### src/rtl/usb_sched_pkg.sv
// rtl/usb_sched_pkg.sv - shared types for the USB interrupt-IN poll scheduler
//
// Contents: transaction type, engine result codes, scheduler FSM states.

package usb_sched_pkg;

    typedef enum logic {
        TXN_SOF = 1'b0,
        TXN_IN  = 1'b1
    } txn_type_e;

    // Codes 6 and 7 are not defined by the packet engine; they are handled as TIMEOUT.
    typedef enum logic [2:0] {
        RES_DATA0   = 3'd0,
        RES_DATA1   = 3'd1,
        RES_NAK     = 3'd2,
        RES_STALL   = 3'd3,
        RES_TIMEOUT = 3'd4,
        RES_CRC_ERR = 3'd5
    } txn_result_e;

    typedef enum logic [2:0] {
        ST_IDLE     = 3'd0,
        ST_WAIT     = 3'd1,
        ST_SOF_REQ  = 3'd2,
        ST_SOF_WAIT = 3'd3,
        ST_IN_REQ   = 3'd4,
        ST_IN_WAIT  = 3'd5,
        ST_HALT     = 3'd6
    } sched_state_e;

endpackage

### src/rtl/usb_frame_timer.sv
// rtl/usb_frame_timer.sv - 1 ms frame counter with frame number, SOF tick and poll tick
//
// Ports:
//   clk, rst          clock, asynchronous active-low reset
//   run_i             count while high
//   clear_i           synchronous clear of all counters (wins over run_i)
//   frame_cnt_o       cycle position inside the current frame
//   frame_num_o       11-bit frame number, wraps at 2048
//   sof_tick_o        one-cycle pulse on the frame wrap edge
//   poll_tick_o       one-cycle pulse on every POLL_INTERVAL-th frame wrap

module usb_frame_timer #(
    parameter int FRAME_CYCLES  = 60000,
    parameter int POLL_INTERVAL = 10,
    parameter int CW            = $clog2(FRAME_CYCLES)
) (
    input  logic          clk,
    input  logic          rst,
    input  logic          run_i,
    input  logic          clear_i,
    output logic [CW-1:0] frame_cnt_o,
    output logic [10:0]   frame_num_o,
    output logic          sof_tick_o,
    output logic          poll_tick_o
);

    localparam logic [CW-1:0] LAST_CNT  = CW'(FRAME_CYCLES - 1);
    localparam logic [7:0]    POLL_LAST = 8'(POLL_INTERVAL - 1);

    logic [CW-1:0] cnt_q;
    logic [10:0]   fnum_q;
    logic [7:0]    poll_q;
    logic          wrap;

    assign wrap = run_i && !clear_i && (cnt_q == LAST_CNT);

    always_ff @(posedge clk or negedge rst) begin
        if (!rst) begin
            cnt_q  <= '0;
            fnum_q <= '0;
            poll_q <= '0;
        end else if (clear_i) begin
            cnt_q  <= '0;
            fnum_q <= '0;
            poll_q <= '0;
        end else if (run_i) begin
            if (wrap) begin
                cnt_q  <= '0;
                fnum_q <= fnum_q + 11'd1;
                poll_q <= (poll_q == POLL_LAST) ? 8'd0 : poll_q + 8'd1;
            end else begin
                cnt_q  <= cnt_q + CW'(1);
            end
        end
    end

    assign frame_cnt_o = cnt_q;
    assign frame_num_o = fnum_q;
    assign sof_tick_o  = wrap;
    assign poll_tick_o = wrap && (poll_q == POLL_LAST);

endmodule

### src/rtl/usb_poll_sched.sv
// rtl/usb_poll_sched.sv - SOF and interrupt-IN transaction scheduler for the HID host path
//
// Ports:
//   clk, rst                      60 MHz ULPI clock, asynchronous active-low reset
//   host_connect_i, enable_i      link up / enumeration complete; both needed to schedule
//   clear_halt_i                  pulse, leaves HALT
//   dev_addr_i, ep_i              target of the interrupt-IN polls
//   txn_req_o .. txn_toggle_o     request to the packet engine, held until txn_ack_i
//   frame_num_o                   current frame number
//   txn_ack_i, txn_done_i,
//   txn_result_i                  engine handshake and result
//   data_accept_o                 pulse, received report is new
//   halted_o, err_cnt_o           halt flag and consecutive error count

module usb_poll_sched
    import usb_sched_pkg::*;
#(
    parameter int FRAME_CYCLES  = 60000,
    parameter int POLL_INTERVAL = 10,
    parameter int GUARD_CYCLES  = 6000,
    parameter int MAX_RETRY     = 3
) (
    input  logic        clk,
    input  logic        rst,
    input  logic        host_connect_i,
    input  logic        enable_i,
    input  logic        clear_halt_i,
    input  logic [6:0]  dev_addr_i,
    input  logic [3:0]  ep_i,
    output logic        txn_req_o,
    output logic        txn_type_o,
    output logic [6:0]  txn_addr_o,
    output logic [3:0]  txn_ep_o,
    output logic        txn_toggle_o,
    output logic [10:0] frame_num_o,
    input  logic        txn_ack_i,
    input  logic        txn_done_i,
    input  logic [2:0]  txn_result_i,
    output logic        data_accept_o,
    output logic        halted_o,
    output logic [2:0]  err_cnt_o
);

    localparam int             CW       = $clog2(FRAME_CYCLES);
    localparam logic [CW-1:0]  IN_LIMIT = CW'(FRAME_CYCLES - GUARD_CYCLES);

    sched_state_e  state_q, state_d;
    logic          sof_pending_q, sof_pending_d;
    logic          poll_due_q, poll_due_d;
    logic          retry_block_q, retry_block_d;
    logic          toggle_q, toggle_d;
    logic [2:0]    err_cnt_q, err_cnt_d;
    logic          halted_q, halted_d;
    logic [6:0]    addr_q, addr_d;
    logic [3:0]    ep_q, ep_d;
    logic [2:0]    err_inc;

    logic          run;
    logic [CW-1:0] frame_cnt;
    logic          sof_tick;
    logic          poll_tick;

    assign run = host_connect_i && enable_i;

    usb_frame_timer #(
        .FRAME_CYCLES  (FRAME_CYCLES),
        .POLL_INTERVAL (POLL_INTERVAL),
        .CW            (CW)
    ) u_frame_timer (
        .clk         (clk),
        .rst         (rst),
        .run_i       (run),
        .clear_i     (!run),
        .frame_cnt_o (frame_cnt),
        .frame_num_o (frame_num_o),
        .sof_tick_o  (sof_tick),
        .poll_tick_o (poll_tick)
    );

    assign err_inc = (err_cnt_q == 3'd7) ? 3'd7 : err_cnt_q + 3'd1;

    always_comb begin
        state_d       = state_q;
        sof_pending_d = sof_pending_q;
        poll_due_d    = poll_due_q;
        retry_block_d = retry_block_q;
        toggle_d      = toggle_q;
        err_cnt_d     = err_cnt_q;
        halted_d      = halted_q;
        addr_d        = addr_q;
        ep_d          = ep_q;
        data_accept_o = 1'b0;

        case (state_q)
            ST_IDLE: state_d = ST_WAIT;
            ST_WAIT: begin
                if (sof_pending_q) begin
                    state_d = ST_SOF_REQ;
                end else if (poll_due_q && !retry_block_q && (frame_cnt < IN_LIMIT)) begin
                    state_d = ST_IN_REQ;
                    addr_d  = dev_addr_i;
                    ep_d    = ep_i;
                end
            end
            ST_SOF_REQ: begin
                if (txn_ack_i) begin
                    state_d       = ST_SOF_WAIT;
                    sof_pending_d = 1'b0;
                end
            end
            ST_SOF_WAIT: begin
                // SOFs keep flowing while halted, so return to whichever idle state we came from.
                if (txn_done_i) state_d = halted_q ? ST_HALT : ST_WAIT;
            end
            ST_IN_REQ: begin
                if (txn_ack_i) state_d = ST_IN_WAIT;
            end
            ST_IN_WAIT: begin
                if (txn_done_i) begin
                    case (txn_result_i)
                        RES_DATA0, RES_DATA1: begin
                            // A PID that does not match the toggle is a retransmitted duplicate.
                            if (txn_result_i[0] == toggle_q) begin
                                data_accept_o = 1'b1;
                                toggle_d      = ~toggle_q;
                            end
                            err_cnt_d  = 3'd0;
                            poll_due_d = 1'b0;
                            state_d    = ST_WAIT;
                        end
                        RES_NAK: begin
                            err_cnt_d  = 3'd0;
                            poll_due_d = 1'b0;
                            state_d    = ST_WAIT;
                        end
                        RES_STALL: begin
                            halted_d = 1'b1;
                            state_d  = ST_HALT;
                        end
                        default: begin
                            err_cnt_d = err_inc;
                            if (err_inc >= 3'(MAX_RETRY)) begin
                                halted_d = 1'b1;
                                state_d  = ST_HALT;
                            end else begin
                                // poll_due stays set; the retry waits for the next frame.
                                retry_block_d = 1'b1;
                                state_d       = ST_WAIT;
                            end
                        end
                    endcase
                end
            end
            ST_HALT: begin
                if (clear_halt_i) begin
                    state_d    = ST_WAIT;
                    halted_d   = 1'b0;
                    toggle_d   = 1'b0;
                    err_cnt_d  = 3'd0;
                    poll_due_d = 1'b0;
                end else if (sof_pending_q) begin
                    state_d = ST_SOF_REQ;
                end
            end
            default: state_d = ST_IDLE;
        endcase

        // Frame events are applied last so a wrap is never lost to a same-cycle clear.
        if (sof_tick) begin
            sof_pending_d = 1'b1;
            retry_block_d = 1'b0;
        end
        if (poll_tick && !halted_d) poll_due_d = 1'b1;

        if (!run) begin
            state_d       = ST_IDLE;
            sof_pending_d = 1'b0;
            poll_due_d    = 1'b0;
            retry_block_d = 1'b0;
            toggle_d      = 1'b0;
            err_cnt_d     = 3'd0;
            halted_d      = 1'b0;
            data_accept_o = 1'b0;
        end
    end

    always_ff @(posedge clk or negedge rst) begin
        if (!rst) begin
            state_q       <= ST_IDLE;
            sof_pending_q <= 1'b0;
            poll_due_q    <= 1'b0;
            retry_block_q <= 1'b0;
            toggle_q      <= 1'b0;
            err_cnt_q     <= 3'd0;
            halted_q      <= 1'b0;
            addr_q        <= 7'd0;
            ep_q          <= 4'd0;
        end else begin
            state_q       <= state_d;
            sof_pending_q <= sof_pending_d;
            poll_due_q    <= poll_due_d;
            retry_block_q <= retry_block_d;
            toggle_q      <= toggle_d;
            err_cnt_q     <= err_cnt_d;
            halted_q      <= halted_d;
            addr_q        <= addr_d;
            ep_q          <= ep_d;
        end
    end

    assign txn_req_o    = (state_q == ST_SOF_REQ) || (state_q == ST_IN_REQ);
    assign txn_type_o   = (state_q == ST_IN_REQ) ? TXN_IN : TXN_SOF;
    assign txn_addr_o   = (state_q == ST_IN_REQ) ? addr_q : 7'd0;
    assign txn_ep_o     = (state_q == ST_IN_REQ) ? ep_q : 4'd0;
    assign txn_toggle_o = toggle_q;
    assign halted_o     = halted_q;
    assign err_cnt_o    = err_cnt_q;

endmodule

### config.mk
export PLATFORM = sky130hd
export DESIGN_NAME = usb_poll_sched
export DESIGN_NICKNAME = d
export VERILOG_FILES = /design/src/rtl/usb_sched_pkg.sv /design/src/rtl/usb_frame_timer.sv /design/src/rtl/usb_poll_sched.sv
export SDC_FILE = /design/constraint.sdc
export NUM_CORES = 1
export LEC_CHECK = 0
export ABC_AREA = 1
export CORE_MARGIN = 3
export CORE_UTILIZATION = 58
export CTS_CLUSTER_DIAMETER = 80
export CTS_CLUSTER_SIZE = 25
export DETAILED_ROUTE_END_ITERATION = 10
export PLACE_DENSITY = 0.88
export RECOVER_POWER = 100
export SLEW_MARGIN = 30
export SYNTH_ARGS = -nofsm -noshare
export SYNTH_HDL_FRONTEND = slang
export SYNTH_SLANG_ARGS = --single-unit
### constraint.sdc
create_clock -name clk -period 2.1 [get_ports clk]
set_input_delay 0.21 -clock clk [delete_from_list [all_inputs] [get_ports clk]]
set_output_delay 0.21 -clock clk [all_outputs]
set_load 0.01 [all_outputs]
* After elaboration in Yosys (flattened, before gate mapping)
Index checks and enable logic that the tools add are counted.
Widths: inputs -> output; s select.
** Operators by class
- $add $sub $neg :: 4
- $lt $le $gt $ge :: 2
- Eq/ne operators :: 35
- Mux-type cells :: 61
- Bitwise logic cells :: 2
- Reductions and logical operators :: 21
** Operators with widths (count)
- $mux 3 :: 15
- $mux 16 :: 2
- $mux 1 :: 29
- $mux 8 :: 3
- $ne 3x3->1 const B :: 8
- $mux 11 :: 2
- $pmux 3 s7 :: 1
- $ne 4x4->1 const B :: 5
- $pmux 3 s2 :: 3
- $add 16x1->16 const B :: 1
- $eq 16x16->1 const B :: 1
- $lt 16x16->1 const B :: 1
- $eq 3x2->1 const B :: 4
- $eq 3x3->1 const B :: 4
- $ne 3x2->1 const B :: 4
- $reduce_and 4->1 :: 3
- $add 11x1->11 const B :: 1
- $ne 3x1->1 const B :: 3
- $add 8x1->8 const B :: 1
- $eq 8x4->1 const B :: 1
- $pmux 1 s2 :: 4
- $mux 7 :: 1
- $eq 3x1->1 const B :: 2
- $logic_and 1x1->1 :: 6
- other kinds (17) :: 20
** Word-level totals
- Bits in registers :: 57
- Bits of input ports :: 21
- Output and inout port bits :: 30
- Logic and storage cells :: 137

* Longest topological paths before layout
- Word-level depth :: 11
- Depth in mapped cells :: 11
- Depth with buffers taken out :: 11

* By module
From an unflattened synthesis, not the netlist that was laid out.
** Second synthesis, totals
- Cell total of the unflattened synthesis :: 501
- Area, all modules :: 3523.4 µm²
** By module, submodules not included
- usb_frame_timer :: times used 1, cells each 299, area each 2109.5 µm², sequential area each 875.8 µm²
- usb_poll_sched :: times used 1, cells each 202, area each 1413.9 µm², sequential area each 550.5 µm²

* Least setup slack after synthesis
OpenSTA, ideal clock, no wires.
- Path kind :: reg2reg
- Start :: reg err_cnt_q[0], in the netlist err_cnt_o[0]
- End :: reg state_q[1]
- Setup time :: 117 ps
- Arrival :: 1358 ps
- Data required time :: 1983 ps
- Setup slack :: 626 ps
- Stages on the path, launching flop included :: 10
- Buffers on the path :: 0
- Period minus slack after synthesis :: 1474 ps
- Path through :: dfrtp_1 > ha_1 > nor2_1 > nand2_1 > o21ai_0 > nor2_1 > nor2_1 > nor2_1 > nand3_1 > nand2_1
** Between the ends
- Cells in the longest elaborated chain, start to end :: 8
- Elaborated cells between the ends (all ways) :: 9
- Classes of those cells :: 1 x add/sub; 1 x order compare; 1 x eq/ne; 6 x mux
** Ends and longest elaborated chain
- from (decl) :: RTL line usb_poll_sched.sv:52 : logic [2:0] err_cnt_q, err_cnt_d;
- from (signal assigned) :: RTL line usb_poll_sched.sv:204 : err_cnt_q <= err_cnt_d;
- $add 3x1->3 / $eq 3x3->1 (equally long branches) :: RTL line usb_poll_sched.sv:80 : assign err_inc = (err_cnt_q == 3'd7) ? 3'd7 : err_cnt_q + 3'd1;
- $mux 3 * :: RTL line usb_poll_sched.sv:80
- $ge 3x2->1 * :: RTL line usb_poll_sched.sv:142 : if (err_inc >= 3'(MAX_RETRY)) begin
- $mux 3 * :: RTL line usb_poll_sched.sv:142
- $pmux 3 s2 * :: RTL line usb_poll_sched.sv:120 : case (txn_result_i)
- $mux 3 * :: RTL line usb_poll_sched.sv:119 : if (txn_done_i) begin
- $pmux 3 s7 * :: RTL line usb_poll_sched.sv:94 : case (state_q)
- $mux 3 * :: RTL line usb_poll_sched.sv:175 : if (!run) begin
- to (signal assigned) :: RTL line usb_poll_sched.sv:199 : state_q <= state_d;
- to (decl) :: RTL line usb_poll_sched.sv:47 : sched_state_e state_q, state_d;
Every way passes the cells marked *; elsewhere a longest branch is shown, timed or not. The select of a mux whose other input is x is not followed.
A chain may end at the register's enable or synchronous reset.

* Final worst setup path
- Start :: reg state_q[1]
- End :: out txn_ep_o[0]
** Between the ends
- Cells in the longest elaborated chain, start to end :: 2
** Ends and longest elaborated chain
- $eq 3x3->1 :: RTL line usb_poll_sched.sv:214 : assign txn_ep_o = (state_q == ST_IN_REQ) ? ep_q : 4'd0;
- $mux 4 :: RTL line usb_poll_sched.sv:214
- to (decl) :: RTL line usb_poll_sched.sv:33 : output logic [3:0] txn_ep_o,
Every way passes these cells.

==> summary.txt <==
Synth
  • Syn nets: 448
  • FF+latch count, synth: 57
  • Syn. warnings: 0
  • Post-synthesis sequential area ratio: 43.8%
  • Yosys top cell area share: 43.8%
  • Top cell type by total area after synthesis: dfrtp_1
  • Cells after Synth: 422
  • Post-synth cell types: 34
  • Synth top area cells: dfrtp_1 44%, nand2_1 9.3%, inv_1 7.2%, nor2_1 6.5%, o21ai_0 5.1%
  • Syn Area/Cell: 7.71 um2
  • Post-Syn Area: 0.00325 mm2

GRT
  • First-pass GRT wire length: 12,900 um
  • GRT Util Overall: 25.6%
  • GRT overflow: 0
  • Pin count of the biggest net entering global routing: 58
  • Initial antenna violation count: 0
  • Vias in the first global route: 2,919

Floorplan
  • Core area: 0.00527 mm2
  • Die area: 0.00654 mm2
  • Die Ht: 80.9 um
  • Initial Util: 61.7%
  • Site Rows: 26
  • Io pins: 51
  • Die Width: 80.9 um

Worst setup path
  • CP Data Arrival Time: 1.86 ns
  • CP Class: register to primary output
  • RR Startpoint: u_frame_timer.frame_cnt_o[0]
  • Reg2Reg Setup Slack: 0.18 ns
  • RR Endpoint: u_frame_timer.frame_num_o[0]
  • Crit. End Element: primary output
  • Element type at the critical path start: register
  • Worst reg2reg path depth: 8
  • CP required: 1.89 ns
  • CP Max Fanout: 13

CTS
  • Root Buffer: clkbuf_8
  • Clock-pin slew on the worst setup and hold paths: 0.06 ns
  • Worst-Skew Late Latency: 0.34 ns
  • CTS tree: built
  • CTS Buf Count: 9
  • Clk sinks: 57
  • H-tree levels: 3
  • CTS max path bufs: 2

Run status
  • Status: completed

Detailed routing
  • Drt via density: 5.50
  • Remaining DRCs: 0
  • Post-DRT Antenna Nets: 0
  • Pre-antenna DRT Iters: 5
  • Wl on met1: 3260 um
  • Initial DRC count: 225
  • Final wirelength: 7830 um
  • WL met2: 3890 um
  • Routed wl met3: 471 um
  • Vias: 3,059
  • Highest routed layer: met4
  • Avg WL per Cell: 14.1 um

Timing
  • Max-slew headroom: 7.85%
  • Max-slew violations: 0
  • Period utilisation layout: 98.4%
  • Fin. Hold Viols: 0
  • Worst-Margin Slew: 1.38 ns
  • Layout Skew: 0.00753 ns
  • Worst hold slack: 0.438 ns
  • Finish-stage setup viols: 0
  • Tmin final: 2.07 ns
  • Max Freq: 484 MHz

Placement
  • Dpl hpwl: 5380 um
  • GPL Wtd Cong: 0.877
  • # placed instances: 535
  • Placed inst area: 0.00379 mm2
  • # port buffers: 50

Power and ir drop
  • Total power: 2.24 mW
  • Cell leakage power: 1.87 nW
  • Peak supply drop: 0.000392 V
  • Power Density: 566 mW/mm2

Run
  • Maxcap violations: 0

Finish
  • Layout cells sized above 1: 10.3%
  • Fin util: 75.2%
  • Cell area after layout: 0.00397 mm2
  • Number of antenna diodes: 0
  • Synth-to-layout area growth: 21.9%
  • Final nets: 507
  • Filler Cell Count: 389
  • Post-route insts no fill: 556

Min path
  • Worst hold-check path type: input pin to register
  • WHS Endpoint: addr_q[1]
  • Number of cells on the worst hold path: 3
  • Min-Delay Startpoint: dev_addr_i[1]
## cells in the mapped netlist (all sizes together)
cell type and count:
ha 5, a31oi 2, o22ai 8, nand3 30, xnor2 4, or2 1
o31ai 3, nand2 87, inv 68, o21ai 35, xor2 7, a21oi 18
dfrtp 57, o21a 2, nor4 1, clkbuf 3, nor3 9, nand4 9
nor2 65, buf 8
## placed cells by master, fill, tap and decap left out, types with 8 or more instances in the layout
cell             netlist  final
a21oi_1               18     18
clkbuf_8               1     11
clkdlybuf4s50_1        0     28
dfrtp_1               57     54
dlygate4sd3_1          0     17
inv_1                 62     63
nand2_1               81     82
nand3_1               26     28
nand4_1                9      9
nor2_1                56     57
o21ai_0               33     34
o22ai_1                8      8
## final cells by class
| type | instances | area, um2 | area share (%) |
|---|---|---|---|
| Clock buffer | 13 | 159 | 4.01 |
| Clock inverter | 3 | 15.0 | 0.379 |
| Inverter | 68 | 255 | 6.44 |
| Multi-Input combinational cell | 286 | 1450 | 36.6 |
| Sequential cell | 57 | 1430 | 36.1 |
| Tap cell | 70 | 87.6 | 2.21 |
| Timing Repair Buffer | 59 | 567 | 14.3 |
## report_power, final
group          total (mW)  switching (mW)  internal, mW  leakage, nW
registers            1.12         0.00858          1.11        0.731
logic               0.195           0.112        0.0824         1.05
clock network       0.934           0.447         0.487       0.0932
## state kept, by name (all words and copies together) (netlist names)
| name | count |
|---|---|
| ep_q | 4 |
| err_cnt_o | 3 |
| u_frame_timer.poll_q | 8 |
| halted_o | 1 |
| sof_pending_q | 1 |
| txn_toggle_o | 1 |
| addr_q | 7 |
| state_q | 3 |
| retry_block_q | 1 |
| poll_due_q | 1 |
| u_frame_timer.frame_num_o | 11 |
| u_frame_timer.frame_cnt_o | 16 |
## logic make-up after synthesis
logic type	share of synthesized area (%)
adder cells (fa/ha/maj)	1.92
buffers and inverters	10.5
AO/OA/AOI/OAI	11.8
flip-flops	43.8
XOR/XNOR	2.96
AND/OR/NAND/NOR	29.0
## worst max-delay path, stage by stage, from the launching register on
cell,delay [ns]
dfrtp_2,0.44
nor3_4,0.23
inv_2,0.15
nor2_1,0.12
clkdlybuf4s50_1,0.57
## per-layer routing
layer | up-vias | global-route usage, %
met5 | - | 0
met4 | 0 | 11.8
met3 | 21 | 5.43
met2 | 131 | 41.4
met1 | 1444 | 32.9
li1 | 1463 | -
## worst max-delay path by stage
stage / startpoint / endpoint / slack [ns]
floorplan: err_cnt_o[0] / state_q[1] / 0.63
global placement: txn_result_i[0] / data_accept_o / 0.17
detailed placement: txn_result_i[0] / data_accept_o / 0.12
CTS: state_q[1] / txn_ep_o[0] / 0.02
global route: state_q[1] / txn_addr_o[5] / -0.05
finish: state_q[1] / txn_ep_o[0] / 0.03
## metrics by stage
stage,worst slack [ns],setup TNS (ns)
global route,-0.0474,-0.160
detailed placement,0.119,0
floorplan,0.626,0
global placement,0.166,0
CTS,0.0197,0
finish,0.0346,0
## what timing repair did
action                     CTS  global route
hold buffers                 1             0
cloned                       0             0
hold endpoints to repair    57             0
setup endpoints to repair   13             8
setup buffers                2             2
resized for setup            9             0
No activity file was read; power rests on OpenSTA's default activity.
